### config.mk
export PLATFORM = sky130hd
export DESIGN_NAME = xnor_correlator
export DESIGN_NICKNAME = d
export VERILOG_FILES = /design/src/rtl/xnor_correlator.sv
export SDC_FILE = /design/constraint.sdc
export NUM_CORES = 1
export LEC_CHECK = 0
export CORE_ASPECT_RATIO = 0.9
export CORE_MARGIN = 5
export CORE_UTILIZATION = 50
export CTS_BUF_LIST = sky130_fd_sc_hd__clkbuf_4 sky130_fd_sc_hd__clkbuf_8
export CTS_CLUSTER_DIAMETER = 200
export CTS_CLUSTER_SIZE = 24
export DETAILED_ROUTE_END_ITERATION = 8
export GPL_TIMING_DRIVEN = 1
export PLACE_DENSITY = 0.73
export SKIP_LAST_GASP = 1
export SLEW_MARGIN = 20
export SYNTH_ARGS = -nofsm -noshare
export SYNTH_HDL_FRONTEND = slang
export SYNTH_SLANG_ARGS = --single-unit
### constraint.sdc
create_clock -name clk -period 9.4 [get_ports clk]
set_input_delay 1.88 -clock clk [delete_from_list [all_inputs] [get_ports clk]]
set_output_delay 1.88 -clock clk [all_outputs]
set_load 0.02 [all_outputs]
### src/rtl/xnor_correlator.sv
// xnor_correlator: serial bit-pattern correlator for sync-word/preamble detection.
//
// Serial bits shift into a WIDTH-bit window (oldest bit at window[WIDTH-1],
// so the reference pattern is sent MSB first). The window is XNOR-compared
// against a loadable pattern. The number of agreeing bits is registered as
// 'score' one cycle after each accepted bit, once the window is full.
//
// Optional build macro XNOR_CORR_MASK_EN adds a mask register. It is loaded
// from mask_data on pat_load and resets to all ones. Masked-off (0) bit
// positions always count as agreeing.
//
// Ports:
//   clk, rst_n      clock, asynchronous active-low reset
//   clear           synchronous clear of window, fill, pipeline, match counter
//   pat_load        load pat_data (and mask_data when enabled)
//   pat_data        reference pattern
//   mask_data       compare mask (XNOR_CORR_MASK_EN only)
//   bit_in          serial data bit, qualified by bit_valid
//   armed           window holds WIDTH valid bits since reset/clear
//   score           agreeing-bit count for the last scored window
//   score_valid     one-cycle pulse, score/match valid
//   match           score >= THRESH, qualified by score_valid
//   match_count     saturating count of match pulses

module xnor_corr_lane (
    input  logic w,
    input  logic p,
    input  logic m,
    output logic agree
);
    // A masked-off position is a don't-care and always agrees.
    assign agree = ~(w ^ p) | ~m;
endmodule

module xnor_correlator #(
    parameter int               WIDTH         = 8,
    parameter int               THRESH        = 8,
    parameter int               CNT_W         = 8,
    parameter logic [WIDTH-1:0] RESET_PATTERN = '0,
    localparam int              SW            = $clog2(WIDTH + 1)
) (
    input  logic             clk,
    input  logic             rst_n,
    input  logic             clear,
    input  logic             pat_load,
    input  logic [WIDTH-1:0] pat_data,
`ifdef XNOR_CORR_MASK_EN
    input  logic [WIDTH-1:0] mask_data,
`endif
    input  logic             bit_in,
    input  logic             bit_valid,
    output logic             armed,
    output logic [SW-1:0]    score,
    output logic             score_valid,
    output logic             match,
    output logic [CNT_W-1:0] match_count
);
    localparam int STAGES = 2;

    logic [WIDTH-1:0]  window_q;
    logic [WIDTH-1:0]  pattern_q;
    logic [WIDTH-1:0]  mask_w;
    logic [WIDTH-1:0]  agree;
    logic [SW-1:0]     fill_q;
    logic [SW-1:0]     fill_nxt;
    logic [SW-1:0]     pop;
    logic              accept;
    logic              full_nxt;
    logic              hit;
    logic              fire;
    // [1]: a bit was accepted into a full window (score due next edge)
    // [2]: score/match registered this cycle
    logic [STAGES:1]   vld_pipe;

    assign accept   = bit_valid & ~clear;
    assign full_nxt = (fill_nxt == SW'(WIDTH));

    always_comb begin
        fill_nxt = fill_q;
        if (clear)
            fill_nxt = '0;
        else if (bit_valid && fill_q != SW'(WIDTH))
            fill_nxt = fill_q + 1'b1;
    end

`ifdef XNOR_CORR_MASK_EN
    logic [WIDTH-1:0] mask_q;

    always_ff @(posedge clk or negedge rst_n) begin
        if (!rst_n)
            mask_q <= '1;
        else if (pat_load)
            mask_q <= mask_data;
    end

    assign mask_w = mask_q;
`else
    assign mask_w = '1;
`endif

    for (genvar g = 0; g < WIDTH; g++) begin : g_lane
        xnor_corr_lane u_lane (
            .w     (window_q[g]),
            .p     (pattern_q[g]),
            .m     (mask_w[g]),
            .agree (agree[g])
        );
    end

    always_comb begin
        pop = '0;
        for (int i = 0; i < WIDTH; i++)
            pop = pop + SW'(agree[i]);
    end

    assign hit  = (pop >= SW'(THRESH));
    // A clear in the scoring cycle kills the in-flight result.
    assign fire = vld_pipe[1] & ~clear;

    always_ff @(posedge clk or negedge rst_n) begin
        if (!rst_n) begin
            window_q    <= '0;
            fill_q      <= '0;
            armed       <= 1'b0;
            pattern_q   <= RESET_PATTERN;
            vld_pipe    <= '0;
            score       <= '0;
            match       <= 1'b0;
            match_count <= '0;
        end else begin
            if (clear)
                window_q <= '0;
            else if (bit_valid)
                window_q <= {window_q[WIDTH-2:0], bit_in};

            fill_q <= fill_nxt;
            armed  <= full_nxt;

            if (pat_load)
                pattern_q <= pat_data;

            vld_pipe[1] <= accept & full_nxt;
            vld_pipe[2] <= fire;

            // Score holds its last value between pulses.
            if (fire)
                score <= pop;
            match <= fire & hit;

            if (clear)
                match_count <= '0;
            else if (fire && hit && match_count != '1)
                match_count <= match_count + 1'b1;
        end
    end

    assign score_valid = vld_pipe[2];

endmodule
==> impl_metrics.yaml <==
sta:
  whs_ns: 0.475
  post-route-period-util_pct: 40.5
  grt_setup_unrepaired: "false"
  timing.final.hold_violations: 0
  timing.fmax_mhz: 263
  worstMarginPinSlew_ns: 0.761
  timing.final.ws_setup_ns: 5.60
  timing.setup.tns_ns: 0
  worst_slew_margin_rel_pct: 49.1
  post-route-min-period_ns: 3.80
  slew_viol_final: 0
  fin_skew_ns: 0.00198
  setup_viol: 0
route:
  first_iter_violations: 51
  route.met2.wl_um: 1670
  postRouteWirelength_um: 3330
  wl_met1_um: 1420
  drt.antenna.violating_nets: 0
  route.detailed.vias_per_inst: 5.30
  drt-pass1-iter-count: 4
  met3_length_um: 197
  topRoutingLayerUsed: "met4"
  vias: 1225
  wire_per_inst_um: 14.4
  drt_drc_violations_left: 0
floorplanning:
  die_footprint_mm2: 0.00497
  chipWidth_um: 73.7
  chip_height_um: 67.4
  floorplan.initialDensity_pct: 52.9
  ioPinCount: 29
  floorplan.rows: 20
  core_area_mm2: 0.00345
clocking:
  cts_tree: "yes"
  clock_transition_at_the_register_clock_pins_on_the_worst_setup_and_hold_paths_after_cts_ns: 0.07
  cts_inserted_buffers: 5
  clk-insertion-delay-late_ns: 0.28
  post-cts-setup-buffers: 0
  postCtsResizedCells: 0
  cts.hold.buffers_added: 0
  clkSinkCount: 36
  clockRootBuffer: "clkbuf_8"
  htree_num_levels: 2
  max-clock-path-buffers: 2
setup_path:
  timing.critical_path.fanout_max: 20
  crit_chain: "clkdlybuf4s50_1, nand3b_4, or2_0, nor2_4, mux2_4"
  crit_start_category: "input port"
  timing.critical_path.depth: 5
  path_class: "in -> reg"
  cpLargestDelayFamily: "buffers and inverters"
  ff2ff_path_depth: 11
  crit_path_top_delay_cell: "clkdlybuf4s50_1"
  timing.rr.start: "window_q[0]$_DFFE_PN0P_"
  critical_path.n_buffers_inverters: 1
  end_kind: "flop"
  worst_ep_arrival_time_ns: 3.98
  r2r_slack_ns: 5.66
  crit-reg2reg-capture: "match_count[1]$_DFFE_PN0P_"
  critical_path.endpoint: "match_count[1]$_DFFE_PN0P_"
  cp_data_required_time_ns: 9.57
  critical_path.max_stage_delay_ns: 0.96
  worst_setup_path_startpoint: "clear"
global_route:
  vias_in_the_first_global_route: 1295
  globalRoute.totalOverflow: 0
  largest_net_degree_at_the_start_of_global_routing: 37
  first_pass_grt_wire_length_um: 5690
  total_routing_usage_gr_pct: 15.3
  initial_antenna_violation_count: 0
place:
  dp.final_hpwl_um: 2470
  final_weighted_congestion_in_routability_driven_placement: 0.825
  io_buffers: 28
  dpl_worst_slack_ns: 5.31
yosys:
  ys_top_cells_by_count: "dfrtp_1, nor2_1, nand2_1"
  synth.avg_cell_area_um2: 11.8
  yosys.cell_count.top_type: "dfrtp_1"
  synth_enable_flop_cells: 0
  synth.yosys.seq_area_share_pct: 49.3
  synth.largest_area_cell: "dfrtp_1"
  yosys_register_bits: 36
  netlist_instances: 155
  synth_top_flop_cell: "dfrtp_1"
  async_flop_share_pct: 100
  synth.cell_area_mm2: 0.00183
  synth_cell_type_count: 39
  netlist_top_cells_area: "dfrtp_1, mux2i_1, mux2_2"
  yosys_warnings: 0
  synth_largest_type_area_fraction_pct: 49.3
  postSynthNetCount: 179
power:
  peak_vdd_ir_uv: 94.1
  total_leakage_power_nw: 1.05
  total_power_uw: 353
  power.density_cell_area_mw_per_mm2: 158
run:
  timing.max_cap.violations: 0
cells_and_area:
  design.final.nets: 210
  share_of_cells_above_drive_strength_1_pct: 14.4
  area.growth.synth_to_final_pct: 22.5
  antenna-diode-count: 0
run_status:
  outcome: "finished clean"
worst_hold_path:
  hold_path.class: "reg -> reg"
[cells in the final DEF, fill, tap and decap left out, types with 2 or more instances in the layout]
cell             instances
clkbuf_8                 6
nor2b_1                  3
nand2_1                 14
inv_1                    7
xor2_1                   3
clkdlybuf4s50_1         28
nand3_1                  5
nor2_1                  17
mux2_2                   8
dfrtp_1                 36
clkbuf_4                 2
o311ai_1                 2
fa_1                     4
mux2i_1                 12
ha_1                     6
a21oi_1                  4
xnor2_1                  8
[worst min-delay path, stage by stage (launching register included)]
cell and delay (ns):
dfrtp_1 0.34, nand2_1 0.05, nand2_1 0.05
[state kept, by name (all words and copies together), names as in the netlist]
name / cells
fill_q: 4
vld_pipe: 2
match_count: 8
score: 4
pattern_q: 8
armed: 1
window_q: 8
match: 1
[power breakdown]
group | leakage, nW | switching, mW | internal (mW)
Sequential | 0.482 | 0.00408 | 0.160
Combinational | 0.513 | 0.0391 | 0.0335
Clock | 0.0523 | 0.0512 | 0.0655
[per-layer routing]
| metal | vias to the layer above | global-route usage [%] |
|---|---|---|
| met5 | - | 0 |
| met1 | 602 | 17.1 |
| met2 | 31 | 27.1 |
| li1 | 586 | - |
| met3 | 6 | 4.02 |
| met4 | 0 | 7.47 |
[cells by family after synthesis]
kind of cell,Yosys count,share of synthesized area (%)
buffers and inverters,13,3.22
multiplexers,22,12.9
XOR/XNOR,11,5.27
flip-flops,36,49.3
AND/OR/NAND/NOR,50,15.6
adder cells (fa/ha/maj),10,8.49
AO/OA/AOI/OAI,13,5.20
[worst min-delay path by stage]
stage | from | end | slack (ns) | cells past startpoint
global placement | score[1]$_DFFE_PN0P_ | score[1]$_DFFE_PN0P_ | 0.46 | 2
CTS | score[3]$_DFFE_PN0P_ | score[3]$_DFFE_PN0P_ | 0.48 | 2
floorplan | pattern_q[5]$_DFFE_PN0P_ | pattern_q[5]$_DFFE_PN0P_ | 0.50 | 1
detailed placement | score[3]$_DFFE_PN0P_ | score[3]$_DFFE_PN0P_ | 0.47 | 2
global route | score[3]$_DFFE_PN0P_ | score[3]$_DFFE_PN0P_ | 0.50 | 2
finish | score[3]$_DFFE_PN0P_ | score[3]$_DFFE_PN0P_ | 0.48 | 2
[per-stage QoR]
step,area (um^2),util (%),std cells
after global routing,2240,64.9,231
final,2240,64.9,231
after floorplan,1830,-,155
after global placement,2140,62.0,223
after CTS,2240,64.9,231
after detailed placement,2140,62.0,223
[layout make-up]
class                           count  area (um^2)
Sequential cell                    36          901
Tap cell                           44         55.1
Timing Repair Buffer               29          288
Multi-Input combinational cell    106          868
Inverter                            8         30.0
Clock buffer                        8         97.6
Fill cell                         253         1210
(Power assumes the default switching activity.)
